--- config.mk ---
export PLATFORM = sky130hd
export DESIGN_NAME = hvac_sequencer
export DESIGN_NICKNAME = d
export VERILOG_FILES = /design/src/rtl/hvac_pkg.sv /design/src/rtl/hvac_demand.sv /design/src/rtl/hvac_sequencer.sv
export SDC_FILE = /design/constraint.sdc
export NUM_CORES = 1
export LEC_CHECK = 0
export CAP_MARGIN = 20
export CORE_AREA = 2 2 66 68
export CTS_CLUSTER_DIAMETER = 50
export DETAILED_ROUTE_END_ITERATION = 10
export DIE_AREA = 0 0 68 70
export PLACE_DENSITY = 0.7
export REMOVE_ABC_BUFFERS = 1
export SYNTH_ARGS = -nofsm -noshare
export SYNTH_HDL_FRONTEND = slang
export SYNTH_SLANG_ARGS = --single-unit
--- constraint.sdc ---
create_clock -name clk -period 5.96 [get_ports clk]
set_input_delay 0.894 -clock clk [delete_from_list [all_inputs] [get_ports clk]]
set_output_delay 0.894 -clock clk [all_outputs]
set_load 0.01 [all_outputs]
--- src/rtl/hvac_pkg.sv ---
`default_nettype none
// ============================================================================
// hvac_pkg
// Shared state encodings and widths for the HVAC sequencer.
// Rev 1.0 - initial release
// ============================================================================
package hvac_pkg;

  localparam int STATE_W = 3;
  localparam int DWELL_W = 8;

  typedef enum logic [STATE_W-1:0] {
    S_IDLE      = 3'b000,
    S_HEAT_LEAD = 3'b001,
    S_HEAT_ON   = 3'b010,
    S_COOL_LEAD = 3'b011,
    S_COOL_ON   = 3'b100,
    S_LAG       = 3'b101,
    S_LOCKOUT   = 3'b110
  } state_e;

endpackage
`default_nettype wire

--- src/rtl/hvac_demand.sv ---
`default_nettype none
// ============================================================================
// hvac_demand
// Combinational demand/satisfaction decode from latched setpoint and sample.
// Rev 1.0 - initial release
// ============================================================================
module hvac_demand #(
  parameter int ON_BAND  = 4,
  parameter int OFF_BAND = 0
) (
  input  logic [7:0] i_set_q,
  input  logic [7:0] i_act_q,
  output logic       o_need_heat,
  output logic       o_need_cool,
  output logic       o_heat_sat,
  output logic       o_cool_sat
);

  localparam logic signed [8:0] c_on_band  = 9'(ON_BAND);
  localparam logic signed [8:0] c_off_band = 9'(OFF_BAND);

  logic signed [8:0] w_diff;
  logic signed [8:0] w_ndiff;

  // Zero-extend before subtracting so large opposite readings never wrap
  assign w_diff  = $signed({1'b0, i_set_q}) - $signed({1'b0, i_act_q});
  assign w_ndiff = -w_diff;

  assign o_need_heat = (w_diff  >= c_on_band);
  assign o_need_cool = (w_ndiff >= c_on_band);
  assign o_heat_sat  = (w_ndiff >= c_off_band);
  assign o_cool_sat  = (w_diff  >= c_off_band);

endmodule
`default_nettype wire

--- src/rtl/hvac_sequencer.sv ---
`default_nettype none
// ============================================================================
// hvac_sequencer
// Moore sequencer for heater, cooler and fan with lead/lag, min-on and lockout.
// Rev 1.0 - initial release
// ============================================================================
module hvac_sequencer
  import hvac_pkg::*;
#(
  parameter int ON_BAND  = 4,
  parameter int OFF_BAND = 0,
  parameter int FAN_LEAD = 2,
  parameter int FAN_LAG  = 3,
  parameter int MIN_ON   = 8,
  parameter int MIN_OFF  = 6
) (
  input  logic               clk,
  input  logic               rst,
  input  logic [7:0]         Tset,
  input  logic [7:0]         Tact,
  input  logic               sample_valid,
  output logic               heat_en,
  output logic               cool_en,
  output logic               fan_en,
  output logic [STATE_W-1:0] state
);

  localparam logic [DWELL_W-1:0] c_lead_last   = DWELL_W'(FAN_LEAD - 1);
  localparam logic [DWELL_W-1:0] c_lag_last    = DWELL_W'(FAN_LAG - 1);
  localparam logic [DWELL_W-1:0] c_min_on_last = DWELL_W'(MIN_ON - 1);
  localparam logic [DWELL_W-1:0] c_min_off_last= DWELL_W'(MIN_OFF - 1);

  logic [7:0]         r_set_q;
  logic [7:0]         r_act_q;
  state_e             r_state;
  state_e             w_next;
  logic [DWELL_W-1:0] r_dwell;
  logic               w_need_heat;
  logic               w_need_cool;
  logic               w_heat_sat;
  logic               w_cool_sat;

  hvac_demand #(
    .ON_BAND  (ON_BAND),
    .OFF_BAND (OFF_BAND)
  ) u_demand (
    .i_set_q     (r_set_q),
    .i_act_q     (r_act_q),
    .o_need_heat (w_need_heat),
    .o_need_cool (w_need_cool),
    .o_heat_sat  (w_heat_sat),
    .o_cool_sat  (w_cool_sat)
  );

  always_ff @(posedge clk) begin
    if (rst) begin
      r_set_q <= '0;
      r_act_q <= '0;
      r_state <= S_IDLE;
      r_dwell <= '0;
    end else begin
      if (sample_valid) begin
        r_set_q <= Tset;
        r_act_q <= Tact;
      end
      r_state <= w_next;
      if (w_next != r_state)
        r_dwell <= '0;
      else if (r_dwell != {DWELL_W{1'b1}})
        r_dwell <= r_dwell + 1'b1;
    end
  end

  always_comb begin
    w_next  = r_state;
    heat_en = 1'b0;
    cool_en = 1'b0;
    fan_en  = 1'b0;
    case (r_state)
      S_IDLE: begin
        if (w_need_heat)      w_next = S_HEAT_LEAD;
        else if (w_need_cool) w_next = S_COOL_LEAD;
      end
      S_HEAT_LEAD: begin
        fan_en = 1'b1;
        if (!w_need_heat)                w_next = S_LAG;
        else if (r_dwell == c_lead_last) w_next = S_HEAT_ON;
      end
      S_HEAT_ON: begin
        fan_en  = 1'b1;
        heat_en = 1'b1;
        if (r_dwell >= c_min_on_last && w_heat_sat) w_next = S_LAG;
      end
      S_COOL_LEAD: begin
        fan_en = 1'b1;
        if (!w_need_cool)                w_next = S_LAG;
        else if (r_dwell == c_lead_last) w_next = S_COOL_ON;
      end
      S_COOL_ON: begin
        fan_en  = 1'b1;
        cool_en = 1'b1;
        if (r_dwell >= c_min_on_last && w_cool_sat) w_next = S_LAG;
      end
      S_LAG: begin
        fan_en = 1'b1;
        if (r_dwell == c_lag_last) w_next = S_LOCKOUT;
      end
      S_LOCKOUT: begin
        if (r_dwell == c_min_off_last) w_next = S_IDLE;
      end
      default: w_next = S_IDLE;
    endcase
  end

  assign state = r_state;

endmodule
`default_nettype wire
==> reports/summary.txt <==
Syn. warnings = 0
Final Hold Fails = 0
Fin worst setup slack = 3.00 ns
Reg2reg start = r_set_q[0]
DP Wirelength = 2.66 mm
Clock latency on the worst-skew pair = 0.27 ns
Clk buf depth = 2
Final setup vio count = 0
Simple-Gate Fraction of Synth Area = 0.248
Synth unique cells = 52
Worst setup endpoint = r_dwell[3]
Max Cap Viol = 0
Slew Limit Fails = 0
CP startpoint = r_set_q[0]
Max Freq = 338 MHz
Post-synth top area share = 0.279
Synth Area in Adders = 0.0814
Number of buffers created by CTS = 3
Post-synth ARST share = 0
Status = finished, final reports clean
Largest net degree at the start of global routing = 21
Routed wire per std cell = 11.7 um
Combinational family with the most area after synthesis = simple AND/OR/NAND/NOR gates
PwrDens = 295 nW/um2
First-pass GRT wire length = 6.04 mm
Syn Area/Cell = 8.65 um2
WP data required = 6.10 ns
Type of the worst min-delay path = flip-flop to flip-flop
Fillers = 402
Clk sinks = 27
Synth area leader = dfxtp_1
Number of flops mapped to enable cells by yosys = 0
Design Power = 0.000660 W
Site Rows = 24
Final TNS setup = 0 ns
RR Endpoint = r_dwell[3]
Synthesized cell area = 1940 um2
Mux contribution to synthesized area = 0.0827
RePlAce Congestion = 0.816
Grt ovf = 0
FF-to-FF path depth = 12
Max_slew headroom = 0.386
ANT nets after route = 0
R2R Setup Slk = 3.00 ns
Min Tclk post-route = 2.96 ns
Min Hold Slack = 0.500 ns
Share of cells above drive strength 1 = 0.103
Critical path's largest stage delay = 0.44 ns
Startpoint class of the critical path = flip-flop
Clk slew on worst S/H paths = 0.09 ns
Synth Area in Compound Gates = 0.213
Register area share after synthesis = 0.279
Die Width = 68 um
RSZ-0062 raised after global routing = false
CP most frequent cell = inv_1
Maximum fanout along the worst path = 8
Worst-Margin Slew = 0.918 ns
Initial core utilization = 0.467
Vias = 1580
Port bufs = 24
Area delta synth->final = 15.6%
Maximum VDD drop = 0.116 mV
Die height = 70 um
Drt first pass iters = 4
Drt drc = 0
Core area = 4140 um2
Hold_buf cts = 0
Resized cells post-CTS = 0
Post-CTS Setup Inserts = 0
WP data arrival = 3.10 ns
Crit. End Element = flip-flop
Seq cells post-synth = 27
H-tree levels = 1
Drt total wl = 3.47 mm
ANT cells = 0
Xor/xnor share of the synthesized area = 0.0362
Initial antenna violation count = 0
CP cell instances = inv_1 -> ha_1 -> inv_1 -> fa_1 -> a21o_1 -> a221oi_2 -> xor2_1 -> o2111a_2 -> nand3_4 -> a31o_2 -> a32oi_4 -> nor4_2
Critical path's slowest cell = a32oi_4
Root buffer cell = clkbuf_8
Period utilization = 0.497
Worst Skew = 0.00354 ns
Pleak = 0.847 nW
Synth area leaders = dfxtp_1, mux2i_1, ha_1
Pre-CTS WS = 3.01 ns
Vias in the first global route = 1421
CTS tree = done
Vias per inst = 5.36
Die area = 4760 um2
Nets = 275
Starting DRC count in detailed routing = 89
Total GRT Usage = 0.158
Primary FF master, synth = dfxtp_1
Critical path class = flip-flop to flip-flop
Post-synthesis cell count = 224
Top-level port count = 25
-- through the flow --
| stage | util | cells | cell area, um2 |
|---|---|---|---|
| 6_report | 0.540 | 295 | 2240 |
| 5_1_grt | 0.540 | 295 | 2240 |
| 3_3_place_gp | 0.529 | 291 | 2190 |
| 2_1_floorplan | - | 215 | 1890 |
| 3_5_place_dp | 0.529 | 291 | 2190 |
| 4_1_cts | 0.540 | 295 | 2240 |
-- final cells by class --
cell class	count	area (um2)	share of cell area
clock buffers	4	45.0	0.0201
inverters	18	67.6	0.0302
multi-input cells	170	1280	0.572
repair buffers	24	240	0.107
flip-flops and latches	27	541	0.241
well taps	52	65.1	0.0291
-- kinds of logic after synthesis --
logic type               count (synthesis)
AO/OA/AOI/OAI                           52
buffers and inverters                   27
adder cells (fa/ha/maj)                 12
flip-flops                              27
AND/OR/NAND/NOR                         82
multiplexers                            16
XOR/XNOR                                 8
-- routing by layer --
layer	vias up	global-route usage	wire length [um]	part of all wire
met2	22	0.246	1500	0.43
met5	-	0	0	0
li1	839	-	-	-
met1	712	0.219	1830	0.53
met4	0	0.0600	57	0.016
met3	7	0.0209	77	0.022
-- cell usage after synthesis, drive strengths merged (4+ instances only) --
master / n
a31oi: 5
inv: 18
mux2i: 16
dfxtp: 27
xor2: 4
nor4: 8
o21ai: 16
nor3: 7
nand3: 9
a21o: 4
clkbuf: 6
ha: 11
nand2: 12
xnor2: 4
a21oi: 11
nor2: 28
-- flip-flops by register name, summed over array words and instances, names as in the netlist --
name / cells
r_act_q: 8
r_set_q: 8
r_dwell: 8
state: 3
-- critical path, delay by kind of cell, from the launching register on --
family,cells,cell delay (ns)
buffers and inverters,2,0.10
AND/OR/NAND/NOR,2,0.21
flip-flops,1,0.31
adder cells (fa/ha/maj),2,0.56
AO/OA/AOI/OAI,5,1.43
XOR/XNOR,1,0.21
-- cells in the final DEF (no fill, tap or decap), drive strengths merged, types with 2 or more instances in the layout --
| master | count |
|---|---|
| clkbuf | 4 |
| nor3 | 7 |
| nand3b | 2 |
| o21a | 2 |
| a21oi | 11 |
| a21o | 4 |
| xor2 | 4 |
| clkdlybuf4s50 | 24 |
| o2111a | 2 |
| ha | 11 |
| a21bo | 2 |
| nand2b | 3 |
| nor2 | 28 |
| and3 | 3 |
| or3 | 2 |
| o21ai | 16 |
| dfxtp | 27 |
| xnor2 | 4 |
| mux2i | 16 |
| nand4 | 2 |
| inv | 18 |
| nor4 | 8 |
| nand2 | 12 |
| nand3 | 9 |
| a31oi | 5 |
-- worst min path at each step --
| stage | cells after the start | to | start |
|---|---|---|---|
| after CTS | 2 | r_act_q[7] | r_act_q[7] |
| after floorplan | 2 | r_act_q[1] | r_act_q[1] |
| after global routing | 2 | r_act_q[7] | r_act_q[7] |
| after global placement | 2 | r_act_q[0] | r_act_q[0] |
| after detailed placement | 2 | r_act_q[7] | r_act_q[7] |
| final | 2 | r_set_q[0] | r_set_q[0] |
-- where the power goes --
part | switching [W] | internal [W]
logic | 0.000185 | 0.000145
registers | 0.0000317 | 0.000198
clock network | 0.0000523 | 0.0000478
total | 0.000269 | 0.000391
No activity file was read; power rests on OpenSTA's default activity.
==> RTL edit 1: new RTL, same settings <==
The package constant `DWELL_W` goes from 8 to 10.
--- a/src/rtl/hvac_pkg.sv
+++ b/src/rtl/hvac_pkg.sv
@@ -9,3 +9,3 @@
   localparam int STATE_W = 3;
-  localparam int DWELL_W = 8;
+  localparam int DWELL_W = 10;
 
Behaviour: same outputs for any inputs over 10 cycles, from zero or initial values and one cycle with rst high; that may be too few to reach the edited logic, so the function may still have changed.
==> RTL edit 1 against the unedited design <==
Clock power is 77% higher. Setup slack worse by 0.45 ns. Worst hold slack worse by 0.0082 ns. Wire length is 11% higher. First-iteration DRC count is 150% higher. Non-clock buffer count is 1 higher. Power is 12% higher. Sequential cell count is 2 higher. Synthesized area is 1.9% higher. Cell area is 4.6% higher. Critical path depth is 1 higher. Critical path type unchanged. Critical endpoint is now r_dwell[7]. Highest routed layer unchanged.
==> RTL edit 1: results (changes against the unedited design) <==
stage,metric,value,unit,change
run_status,status,finished clean,,
sta,Slew Limit Headroom,0.383,,-0.00331
drt,post-DR wirelength/cell,12.2,um,+3.9%
finish,layout cells sized above 1,0.0722,,-0.0306
sta,Max Clock Skew,0.00255,ns,-0.000986 ns
placement,dpl cells,307,,+5.5%
grt,GRT Util Overall,0.176,,+0.0177
cts,H-tree depth,2,,+1
logic_synthesis,Synthesis Warnings,0,,unchanged
placement,post-DP HPWL,2880,um,+8.3%
logic_synthesis,"Avg Cell Area, Syn",8.22,um^2,-4.9%
cts,TritonCTS Buffers,5,,+2
placement,gp weighted congestion,0.996,,+22%
logic_synthesis,"Distinct cells, synth",49,,-5.8%
finish,# nets final,293,,+6.5%
drt,via count,1709,,+8.2%
logic_synthesis,register area share after synthesis,0.294,,+0.0152
finish,number of fill cells,408,,+1.5%
logic_synthesis,"Async S/R FF share, synth",0,,unchanged
setup_path,critical path arrival,3.55,ns,+0.45 ns
power,Sw Ratio,0.371,,-0.0370
logic_synthesis,cell types with the highest counts after synthesis,"30 x nor2_1, 29 x dfxtp_1, 19 x inv_1",,
cts,Worst-path clk slew,0.06,ns,-0.03 ns
setup_path,CP max stage delay,0.47,ns,+0.03 ns
setup_path,slowest CP cell,or4_1,,
grt,first-pass GRT wire length,6560,um,+8.6%
finish,Regs by FF count,"r_dwell (10), r_act_q (8), r_set_q (8)",,
drt,1st-iter DRT viols,221,,+150%
cts,cts repair resizes,0,,unchanged
grt,maximum number of pins on one net before global-route repair,21,,unchanged
drt,average vias per placed instance,5.43,,+1.3%
power,Peak VDD IR,124,uV,+6.4%
grt,vias in the first global route,1474,,+3.7%
power,Static Leak,0.950,nW,+12%
setup_path,maximum fanout along the worst path,10,,+2
logic_synthesis,Synth area leaders,"dfxtp_1 29%, mux2i_1 9.1%, ha_1 7.0%, nor2_1 5.7%, inv_1 3.6%",,
## RTL edit 1: cell count changes after synthesis, moves of 4 or more
cell / before / now
a211oi_1: 0 / 4
nor4_2: 7 / 2
xnor2_1: 4 / 8
o21ai_0: 15 / 8
nor3_1: 7 / 14
## RTL edit 1: final timing paths
kind	startpoint	slack [ns]	to	cells after the start
setup / recovery	r_set_q[0]	2.55	r_dwell[7]	13
hold / removal	r_act_q[6]	0.49	r_act_q[6]	2
setup reg to reg	r_set_q[0]	2.55	r_dwell[7]	13
hold reg to reg	r_act_q[6]	0.49	r_act_q[6]	2
## RTL edit 1: stage by stage
| step | total power [mW] | cell area [um^2] | utilization | setup slack, ns |
|---|---|---|---|---|
| after floorplan | 0.470 | 1930 | - | 2.76 |
| after global placement | 0.565 | 2240 | 0.541 | 2.63 |
| after detailed placement | 0.566 | 2240 | 0.541 | 2.56 |
| after CTS | 0.746 | 2340 | 0.565 | 2.56 |
| after global routing | 0.793 | 2340 | 0.565 | 2.33 |
| final | 0.740 | 2340 | 0.565 | 2.55 |
## RTL edit 1: layout make-up
cell class                 count  area [um^2]  share of cell area
clock buffer                   7         96.3              0.0411
clock inverter                 1         5.00             0.00214
inverter                      19         71.3              0.0304
sequential                    29          581               0.248
tap                           52         65.1              0.0278
timing repair buffer          25          248               0.106
multi-input combinational    182         1280               0.545
## RTL edit 1: cell families (layout without fill, tap and decap cells)
family / after synthesis / count (layout) / synth area share
XOR/XNOR: 13 / 13 / 0.0672
flip-flops: 29 / 29 / 0.294
AO/OA/AOI/OAI: 49 / 49 / 0.179
multiplexers: 18 / 18 / 0.0913
AND/OR/NAND/NOR: 90 / 90 / 0.230
adder cells (fa/ha/maj): 12 / 12 / 0.0799
buffers and inverters: 29 / 52 / 0.0590
## RTL edit 1: power groups by stage
stage,Combinational (mW),Clock (mW),Sequential (mW)
floorplan,0.230,0,0.241
global placement,0.320,0,0.244
detailed placement,0.321,0,0.244
CTS,0.323,0.183,0.240
global route,0.356,0.192,0.245
finish,0.323,0.177,0.240
## RTL edit 1: critical path, delay by kind of cell (launching register included)
family                     cells  cell delay [ns]
xor gates and xnor gates       2             0.50
AOI/OAI and AO/OA              5             1.18
adders and majority gates      2             0.57
buffers and inverters          2             0.10
DFF                            1             0.31
and+or+nand+nor                2             0.60
## RTL edit 1: layer usage
metal  track usage  part of all wire
met5             0                 0
met3        0.0531             0.043
met4        0.0556             0.017
met2         0.246              0.43
met1         0.255              0.51
==> RTL edit 2: new RTL, same settings <==
Made on the original files. Add an input register stage for `Tset`, `Tact` and `sample_valid`, cleared by the reset; this delays them by one clock.
--- a/src/rtl/hvac_sequencer.sv
+++ b/src/rtl/hvac_sequencer.sv
@@ -32,2 +32,18 @@
 
+  logic [7:0] Tset_q;
+  logic [7:0] Tact_q;
+  logic sample_valid_q;
+
+  always_ff @(posedge clk) begin
+    if (rst) begin
+      Tset_q         <= '0;
+      Tact_q         <= '0;
+      sample_valid_q <= '0;
+    end else begin
+      Tset_q         <= Tset;
+      Tact_q         <= Tact;
+      sample_valid_q <= sample_valid;
+    end
+  end
+
   logic [7:0]         r_set_q;
@@ -61,5 +77,5 @@
     end else begin
-      if (sample_valid) begin
-        r_set_q <= Tset;
-        r_act_q <= Tact;
+      if (sample_valid_q) begin
+        r_set_q <= Tset_q;
+        r_act_q <= Tact_q;
       end
Function: changed (Yosys sat finds a counterexample within 4 cycles, from zero or initial values and one cycle with rst high).
==> RTL edit 2 against the unedited design <==
Power grew 46%. Die area is the same. Global-route usage grew 7.5 points. Final cell count grew 23%. Setup slack lost 0.70 ns. Wire length grew 44%. Critical path type unchanged. Via count grew 33%. Largest power group unchanged. Synthesized area grew 32%. Cell area grew 30%. Fmax shrank 19%. Sequential cell count grew 17. Count of clock-buffer cells in the layout grew 2.
==> RTL edit 2: results (changes against the unedited design) <==
stage,metric,value,unit,change
cts,TritonCTS Buffers,5,,+2
placement,post-DP HPWL,3550,um,+34%
cts,maximum buffer depth of the clock tree,2,,unchanged
grt,maximum number of pins on one net before global-route repair,45,,+110%
sta,Max Clock Skew,0.00311,ns,-0.000433 ns
placement,placed instance area,2780,um^2,+27%
logic_synthesis,Synth Area in Adders,0.0618,,-0.0196
finish,layout cells sized above 1,0.0774,,-0.0255
grt,GRT Util Overall,0.233,,+0.0746
placement,Post-Place Worst Slack,2.34,ns,-0.667 ns
logic_synthesis,Compound-Gate Fraction of Synth Area,0.205,,-0.00792
drt,average vias per placed instance,5.81,,+8.4%
power,P_clk,0.239,mW,+140%
sta,Period minus WS final,3.66,ns,+0.698 ns
hold_path,Hold Path Class,reg -> reg,,
logic_synthesis,"Distinct cells, synth",63,,+21%
setup_path,crit path capture,r_dwell[5],,
logic_synthesis,"Avg Cell Area, Syn",8.67,um^2,+0.31%
placement,gp weighted congestion,0.859,,+5.3%
setup_path,critical path arrival,3.83,ns,+0.73 ns
power,seq pwr,0.357,mW,+55%
logic_synthesis,cell types with the highest counts after synthesis,"44 x dfxtp_1, 33 x nor2_1, 18 x nor2b_1",,
run_status,status,finished clean,,
finish,# nets final,340,,+24%
grt,first-pass GRT wire length,8580,um,+42%
logic_synthesis,Synth area leaders,"dfxtp_1 35%, mux2i_1 6.7%, ha_1 5.4%, nor2_1 4.9%, nor2b_1 4.4%",,
setup_path,CP max stage delay,0.54,ns,+0.10 ns
setup_path,maximum fanout along the worst path,12,,+4
drt,DRT Wirelength,4980,um,+44%
logic_synthesis,mux cell area share after synthesis,0.0711,,-0.0115
logic_synthesis,register area share after synthesis,0.345,,+0.0664
logic_synthesis,xor/xnor cell area share of the yosys netlist,0.0270,,-0.00919
cts,Post-CTS Setup Inserts,0,,unchanged
cts,H-tree depth,2,,+1
power,Psw,0.350,mW,+30%
cts,worst skew pair latency,0.29,ns,+0.02 ns
power,power in combinational cells,0.365,mW,+11%
placement,buffers added on ports,24,,unchanged
grt,vias in the first global route,1958,,+38%
drt,1st-iter DRT viols,206,,+130%
placement,dpl cells,354,,+22%
sta,Slew Limit Headroom,0.378,,-0.00866
drt,TritonRoute pass-1 iters,4,,unchanged
finish,post-layout util,0.700,,+0.160
power,Peak VDD IR,153,uV,+31%
setup_path,worst r2r path cells,13,,+1
logic_synthesis,"Async S/R FF share, synth",0,,unchanged
power,Static Leak,1.11,nW,+31%
finish,number of fill cells,348,,-13%
setup_path,slowest CP cell,or4_4,,
cts,cts repair resizes,0,,unchanged
drt,post-DR wirelength/cell,13.7,um,+17%
[RTL edit 2: changes by cell type after synthesis, sizes merged, moves of 5 or more]
cell / change
a211oi: +5
o21ai: -6
nor4: -7
clkbuf: +6
o211ai: +6
dfxtp: +17
a21oi: +7
nor2b: +17
nor2: +6
[RTL edit 2: worst min-delay path by stage]
stage | start | end | slack (ns) | depth (start not counted)
final | Tact_q[4] | r_act_q[4] | 0.47 | 2
after global routing | Tact_q[6] | r_act_q[6] | 0.49 | 2
after CTS | Tset_q[7] | r_set_q[7] | 0.48 | 2
after detailed placement | Tset_q[7] | r_set_q[7] | 0.46 | 2
after global placement | Tact_q[6] | r_act_q[6] | 0.45 | 2
after floorplan | Tact_q[1] | r_act_q[1] | 0.44 | 2
[RTL edit 2: per-layer routing]
| layer | track usage | vias up | part of all wire |
|---|---|---|---|
| li1 | - | 1077 | - |
| met1 | 0.318 | 954 | 0.49 |
| met2 | 0.354 | 65 | 0.44 |
| met3 | 0.0580 | 6 | 0.060 |
| met4 | 0.0778 | 0 | 0.014 |
| met5 | 0 | - | 0 |
[RTL edit 2: area by class of cell]
class / instances / share of cell area
inverters: 14 / 0.0181
repair buffers: 25 / 0.0854
flip-flops and latches: 44 / 0.304
clock inverters: 2 / 0.0134
multi-input cells: 219 / 0.528
clock buffers: 6 / 0.0285
well taps: 52 / 0.0224
[RTL edit 2: critical path, delay by kind of cell (launching register included)]
family | cells | cell delay, ns
buffers and inverters | 2 | 0.11
flip-flops | 1 | 0.32
XOR/XNOR | 1 | 0.17
AND/OR/NAND/NOR | 2 | 0.95
adder cells (fa/ha/maj) | 2 | 0.59
AO/OA/AOI/OAI | 6 | 1.39
